[src/rtl/fetch_if.sv]
// fetch_if: branch, instruction-memory and decode-side signals of fetch.
// master = fetch unit, slave = memory / decode / branch environment.
interface fetch_if;
   logic        pc_src;
   logic [15:0] branch_target;
   logic        stall;
   logic        imem_req;
   logic [15:0] imem_addr;
   logic        imem_ready;
   logic [15:0] imem_rdata;
   logic        if_valid;
   logic [15:0] if_instr;
   logic [15:0] if_pc;

   modport master (
      input  pc_src, branch_target, stall,
      input  imem_ready, imem_rdata,
      output imem_req, imem_addr,
      output if_valid, if_instr, if_pc
   );

   modport slave (
      output pc_src, branch_target, stall,
      output imem_ready, imem_rdata,
      input  imem_req, imem_addr,
      input  if_valid, if_instr, if_pc
   );
endinterface

[src/rtl/fetch_unit.sv]
// fetch_unit: owns the PC, reads imem over req/ready and feeds decode
// through an output register backed by a one-entry skid buffer.
module fetch_unit #(
   parameter logic [15:0] RESET_PC = 16'h0000,
   parameter logic [15:0] PC_STEP  = 16'd2
) (
   input logic     clk,
   input logic     rst,
   fetch_if.master bus
);

   typedef enum logic [1:0] {
      BOOT, FETCH, SKID, DRAIN
   } state_t;

   typedef struct packed {
      logic [15:0] instr;
      logic [15:0] pc;
   } entry_t;

   state_t      state_q, state_d;
   logic [15:0] pc_q, pc_d;
   logic [15:0] hold_q, hold_d;
   logic        vld_q, vld_d;
   entry_t      out_q, out_d;
   entry_t      skid_q, skid_d;
   logic [15:0] tgt;
   logic        rdy;

   assign tgt = {bus.branch_target[15:1], 1'b0};
   assign rdy = bus.imem_ready;

   // state, pc, output register and skid entry
   always_ff @(posedge clk or posedge rst) begin
      if (rst) begin
         state_q <= BOOT;
         pc_q    <= RESET_PC;
         hold_q  <= '0;
         vld_q   <= 1'b0;
         out_q   <= '0;
         skid_q  <= '0;
      end else begin
         state_q <= state_d;
         pc_q    <= pc_d;
         hold_q  <= hold_d;
         vld_q   <= vld_d;
         out_q   <= out_d;
         skid_q  <= skid_d;
      end
   end

   // next state and datapath; a redirect overrides capture and stall
   always_comb begin
      state_d = state_q;
      pc_d    = pc_q;
      hold_d  = hold_q;
      vld_d   = vld_q;
      out_d   = out_q;
      skid_d  = skid_q;
      unique case (state_q)
         BOOT: state_d = FETCH;
         FETCH: begin
            if (rdy) begin
               pc_d = pc_q + PC_STEP;
               if (!vld_q || !bus.stall) begin
                  out_d = '{instr: bus.imem_rdata, pc: pc_q};
                  vld_d = 1'b1;
               end else begin
                  skid_d  = '{instr: bus.imem_rdata, pc: pc_q};
                  state_d = SKID;
               end
            end else if (!bus.stall) begin
               vld_d = 1'b0;
            end
         end
         SKID: begin
            if (!bus.stall) begin
               out_d   = skid_q;
               vld_d   = 1'b1;
               state_d = FETCH;
            end
         end
         DRAIN: begin
            if (rdy) state_d = FETCH;
         end
         default: state_d = BOOT;
      endcase
      if (bus.pc_src) begin
         pc_d    = tgt;
         vld_d   = 1'b0;
         out_d   = out_q;
         skid_d  = skid_q;
         state_d = FETCH;
         if (state_q == FETCH) hold_d = pc_q;
         if ((state_q == FETCH || state_q == DRAIN) && !rdy)
            state_d = DRAIN;
      end
   end

   // DRAIN keeps presenting the abandoned address until it completes
   always_comb begin
      bus.imem_req  = 1'b0;
      bus.imem_addr = '0;
      unique case (state_q)
         FETCH: begin
            bus.imem_req  = 1'b1;
            bus.imem_addr = pc_q;
         end
         DRAIN: begin
            bus.imem_req  = 1'b1;
            bus.imem_addr = hold_q;
         end
         default: ;
      endcase
   end

   assign bus.if_valid = vld_q;
   assign bus.if_instr = out_q.instr;
   assign bus.if_pc    = out_q.pc;

endmodule
[src/flat_wrapper.sv]
// flat-port wrapper written by rule: the top's interface ports become plain ports
module fetch_unit_flat 
#(
   parameter logic [15:0] RESET_PC = 16'h0000,
   parameter logic [15:0] PC_STEP  = 16'd2
)
  (clk, rst, bus_pc_src, bus_branch_target, bus_stall, bus_imem_ready, bus_imem_rdata, bus_imem_req, bus_imem_addr, bus_if_valid, bus_if_instr, bus_if_pc);
  fetch_if bus_i ();
  input logic clk;
  input logic rst;
  input wire logic [$bits(bus_i.pc_src)-1:0] bus_pc_src;
  input wire logic [$bits(bus_i.branch_target)-1:0] bus_branch_target;
  input wire logic [$bits(bus_i.stall)-1:0] bus_stall;
  input wire logic [$bits(bus_i.imem_ready)-1:0] bus_imem_ready;
  input wire logic [$bits(bus_i.imem_rdata)-1:0] bus_imem_rdata;
  output wire logic [$bits(bus_i.imem_req)-1:0] bus_imem_req;
  output wire logic [$bits(bus_i.imem_addr)-1:0] bus_imem_addr;
  output wire logic [$bits(bus_i.if_valid)-1:0] bus_if_valid;
  output wire logic [$bits(bus_i.if_instr)-1:0] bus_if_instr;
  output wire logic [$bits(bus_i.if_pc)-1:0] bus_if_pc;
  assign bus_i.pc_src = bus_pc_src;
  assign bus_i.branch_target = bus_branch_target;
  assign bus_i.stall = bus_stall;
  assign bus_i.imem_ready = bus_imem_ready;
  assign bus_i.imem_rdata = bus_imem_rdata;
  assign bus_imem_req = bus_i.imem_req;
  assign bus_imem_addr = bus_i.imem_addr;
  assign bus_if_valid = bus_i.if_valid;
  assign bus_if_instr = bus_i.if_instr;
  assign bus_if_pc = bus_i.if_pc;
  fetch_unit #(.RESET_PC(RESET_PC), .PC_STEP(PC_STEP)) u_core (.clk(clk), .rst(rst), .bus(bus_i));
endmodule
[config.mk]
export PLATFORM = sky130hd
export DESIGN_NAME = fetch_unit_flat
export DESIGN_NICKNAME = d
export VERILOG_FILES = /design/src/rtl/fetch_if.sv /design/src/rtl/fetch_unit.sv /design/src/flat_wrapper.sv
export SDC_FILE = /design/constraint.sdc
export NUM_CORES = 1
export LEC_CHECK = 0
export CORE_MARGIN = 5
export CORE_UTILIZATION = 52
export DETAILED_ROUTE_END_ITERATION = 6
export PLACE_DENSITY_LB_ADDON = 0.2
export REMOVE_ABC_BUFFERS = 1
export SYNTH_ARGS = -nofsm -noshare
export SYNTH_HDL_FRONTEND = slang
export SYNTH_SLANG_ARGS = --single-unit
[constraint.sdc]
create_clock -name clk -period 3.8 [get_ports clk]
set_clock_uncertainty 0.2 [all_clocks]
set_input_delay 0.38 -clock clk [delete_from_list [all_inputs] [get_ports clk]]
set_output_delay 0.38 -clock clk [all_outputs]
set_load 0.02 [all_outputs]
==> Implementation_results.wiki <==
{| class="wikitable"
! Metric !! Value
|-
| Worst EP required || 3.22 ns
|-
| Worst Setup SP || u_core.state_q[1]$_DFFE_PP0P_
|-
| Post-synth top cells || 95 x sky130_fd_sc_hd__dfrtp_1, 44 x sky130_fd_sc_hd__mux2i_1, 36 x sky130_fd_sc_hd__nor2_1
|-
| Total of buffers placed on input and output ports || 83
|-
| Critical path's top delay family || buffers and inverters
|-
| Buf/Inv on CP || 2
|-
| Max Freq || 0.345 GHz
|-
| Adder-cell area share of the yosys netlist || 0.272%
|-
| Total leakage power || 2.47 nW
|-
| Ratio of total power to cell area || 517 mW/mm2
|-
| Area growth from synthesis to layout || 23.9%
|-
| Share of the yosys chip area belonging to registers || 51.7%
|-
| Hold Path Class || flip-flop to flip-flop
|-
| Most area-hungry cell type in the Yosys netlist || sky130_fd_sc_hd__dfrtp_1
|-
| Routed wire per std cell || 16.9 um
|-
| Dpl hpwl || 6.60 mm
|-
| WS Path Type || flip-flop to primary output
|-
| Global-route wire length before repair || 16.4 mm
|-
| Starting density of the core || 52.9%
|-
| Die footprint || 0.0108 mm2
|-
| Initial detailed-routing violation count || 102
|-
| Setup total negative slack || 0 ns
|-
| Inserted Clock Buffers || 9
|-
| Final setup violation count || 0
|-
| Count of hold-fix buffers inserted at cts || 0
|-
| Number of buffers between clock root and the deepest sink || 2
|-
| Number of levels the H-tree was split into || 3
|-
| Total area of sequential cells || 0.00238 mm2
|-
| Cell at the slowest stage of the critical path || sky130_fd_sc_hd__dfrtp_1
|-
| Number of nets at the end of the flow || 504
|-
| Largest driver fanout on the critical path || 15
|-
| Final Cell Area || 0.00569 mm2
|-
| Capturing point of the worst reg2reg path || u_core.skid_q[6]$_DFFE_PP0P_
|-
| Total length of routed wires || 9.77 mm
|-
| Clock period minus final worst setup slack || 2.90 ns
|-
| TritonCTS clock tree || done
|-
| Prevailing post-synth register cell || sky130_fd_sc_hd__dfrtp_1
|-
| Share of the clock period used by the worst path || 76.2%
|-
| Total of warnings raised by yosys || 0
|-
| # clock sinks || 95
|-
| Cell with the most instances after synthesis || sky130_fd_sc_hd__dfrtp_1
|-
| Ranking of synthesized cells by area || sky130_fd_sc_hd__dfrtp_1 52%, sky130_fd_sc_hd__mux2_4 9.8%, sky130_fd_sc_hd__mux2i_1 9.6%, sky130_fd_sc_hd__mux2_2 3.9%, sky130_fd_sc_hd__a21oi_1 3.8%
|-
| Post-Synth Simple-Gate Area || 11.0%
|-
| Hold Slack || 0.294 ns
|-
| Root buffer cell || sky130_fd_sc_hd__clkbuf_8
|-
| Fill cell instance count of the final layout || 696
|-
| Resized Gates After CTS || 0
|-
| Standard-cell rows || 34
|-
| Insertion delay of the later-clocked pin in the worst-skew pair || 0.35 ns
|-
| Max transition margin || 35.3%
|-
| Total DRC errors in the routed layout || 0
|-
| Worst setup slack for register-to-register paths || 1.10 ns
|-
| Via count of the first global-routing pass || 3230
|-
| Synth Area in Compound Gates || 6.67%
|-
| Maximum number of pins on one net before global-route repair || 54
|-
| Final Slew Violations || 0
|-
| Worst-path cell chain || buf_4 > mux2i_1 > nor2b_1 > clkdlybuf4s50_1
|-
| Setup crit end kind || primary output
|-
| Post-placement cell area || 0.00548 mm2
|-
| Final estimated routing congestion in global placement || 0.813
|-
| Via count || 3114
|-
| Largest family of logic cells by synthesized area || multiplexers
|-
| Share of cells above drive strength 1 || 15.8%
|-
| Antenna violations before repair || 0
|-
| Total Routing Usage GR || 18.5%
|-
| Overall die height || 104 um
|-
| Launching element type of the critical path || flip-flop
|-
| Worst Reg-to-Reg Cells || 4
|-
| Peak supply drop || 0.213 mV
|-
| Number of hold-slack violations in the final timing report || 0
|-
| Startpoint of the lowest-slack hold path || u_core.hold_q[6]$_DFFE_PP0P_
|-
| Global-route congestion overflow total || 0
|-
| Cell count after synthesis || 396
|-
| DRT Pass-1 Iters || 4
|-
| Worst reg2reg startpoint || u_core.state_q[1]$_DFFE_PP0P_
|-
| FFs w/ async S/R, synth || 100%
|-
| Yosys cell types || 35
|-
| Synth Register Bits || 95
|-
| Max-cap violations || 0
|-
| Core region area || 0.00868 mm2
|-
| Post-DR vias/cell || 5.40
|-
| Setup repair after global routing missed its margin || no
|-
| Fraction of synthesized cell area taken by the top area cell type || 51.7%
|-
| Die Width || 104 um
|-
| Worst path max stage delay || 0.76 ns
|-
| Worst-Margin Slew || 0.971 ns
|-
| Critical Path AT || 2.32 ns
|-
| XOR/XNOR Fraction of Synth Area || 2.48%
|-
| Count of flip-flops with a built-in enable after synthesis || 0
|-
| Depth of the critical timing path with buffers and inverters included || 4
|-
| Residual antenna-violating net count after detailed routing || 0
|-
| Count of buffers added by post-CTS timing repair for setup || 0
|-
| Status || completed
|-
| Post-Syn Area per Cell || 11.6 um2
|-
| Multi-input gate area in the final layout || 0.00202 mm2
|-
| N_diodes || 0
|-
| Clock slew seen by the registers of the worst setup and hold paths || 0.08 ns
|-
| Synth Cell Area || 0.00459 mm2
|-
| Critical Path Sink || bus_imem_addr[5]
|-
| Count of boundary I/O pins || 87
|-
| Proportion of synthesized area in mux cells || 23.3%
|}
==> per-layer routing <==
layer | global-route usage, % | routed length (um)
met1 | 25.3 | 4610
met2 | 29.4 | 4580
met5 | 0 | 0
met3 | 4.16 | 469
met4 | 5.55 | 106
==> worst min-delay path by stage <==
stage	slack, ns	endpoint	depth (start not counted)
floorplan	0.24	u_core.bus.if_valid$_DFFE_PP0P_	1
global placement	0.26	u_core.hold_q[6]$_DFFE_PP0P_	2
detailed placement	0.27	u_core.hold_q[6]$_DFFE_PP0P_	2
CTS	0.30	u_core.hold_q[6]$_DFFE_PP0P_	2
global route	0.33	u_core.skid_q[22]$_DFFE_PP0P_	1
finish	0.29	u_core.hold_q[6]$_DFFE_PP0P_	2
==> cell type report <==
type	count	share of cell area [%]
multi-input cells	262	35.5
clock inverters	3	1.21
repair buffers	93	16.4
inverters	5	0.352
well taps	108	2.37
clock buffers	11	2.48
flip-flops and latches	95	41.8
==> stage by stage <==
stage | setup WS, ns | std cells | utilization (%) | total power [mW]
floorplan | 0.400 | 362 | - | 1.87
global placement | 0.948 | 563 | 63.2 | 2.23
detailed placement | 0.905 | 563 | 63.2 | 2.26
CTS | 0.892 | 577 | 65.6 | 2.98
global route | 0.803 | 577 | 65.6 | 3.10
finish | 0.903 | 577 | 65.6 | 2.94
==> flip-flops by register name (all words and copies together), names as in the netlist <==
name	cells
u_core.bus.if_valid	1
u_core.bus.if_instr	16
u_core.hold_q	15
u_core.skid_q	31
u_core.pc_q	15
u_core.state_q	2
u_core.bus.if_pc	15
==> cell usage in the layout (no fill, tap or decap), types with 2 or more instances in the layout <==
| master | Yosys | final |
|---|---|---|
| sky130_fd_sc_hd__buf_4 | 3 | 8 |
| sky130_fd_sc_hd__xor2_1 | 4 | 4 |
| sky130_fd_sc_hd__nor4_1 | 5 | 5 |
| sky130_fd_sc_hd__nor3_1 | 4 | 4 |
| sky130_fd_sc_hd__clkbuf_8 | 0 | 10 |
| sky130_fd_sc_hd__bufinv_16 | 0 | 2 |
| sky130_fd_sc_hd__o21ai_0 | 15 | 15 |
| sky130_fd_sc_hd__mux2i_1 | 44 | 44 |
| sky130_fd_sc_hd__conb_1 | 1 | 2 |
| sky130_fd_sc_hd__clkdlybuf4s50_1 | 0 | 83 |
| sky130_fd_sc_hd__nor2_1 | 36 | 36 |
| sky130_fd_sc_hd__xnor2_1 | 9 | 9 |
| sky130_fd_sc_hd__nand4b_1 | 2 | 2 |
| sky130_fd_sc_hd__nand4_1 | 6 | 6 |
| sky130_fd_sc_hd__buf_12 | 0 | 2 |
| sky130_fd_sc_hd__nand2_1 | 19 | 19 |
| sky130_fd_sc_hd__dfrtp_1 | 95 | 95 |
| sky130_fd_sc_hd__nand3b_1 | 2 | 2 |
| sky130_fd_sc_hd__mux2_4 | 30 | 30 |
| sky130_fd_sc_hd__nand3_1 | 5 | 5 |
| sky130_fd_sc_hd__mux2_2 | 16 | 16 |
| sky130_fd_sc_hd__a21oi_1 | 35 | 35 |
| sky130_fd_sc_hd__nor2b_1 | 17 | 16 |
| sky130_fd_sc_hd__inv_1 | 5 | 4 |
==> logic make-up after synthesis <==
logic type,count (synthesis)
AOI/OAI and AO/OA,55
xor gates and xnor gates,13
other,1
muxes,90
buffers and inverters,40
adders and majority gates,1
DFF,95
and+or+nand+nor,101
==> where the power goes <==
group          total [mW]  leakage (nW)  switching [mW]  internal [mW]
Clock               0.714         0.105           0.331          0.383
Combinational       0.843          1.22           0.376          0.467
Sequential           1.39          1.14           0.154           1.23
Total                2.94          2.47           0.861           2.08
==> worst reg2reg max path, delay by kind of cell, from the launching register on <==
family | cells | cell delay (ns)
and+or+nand+nor | 2 | 1.17
DFF | 1 | 0.62
muxes | 1 | 0.33
buffers and inverters | 1 | 0.27
Power figures use the tool's default switching activity.
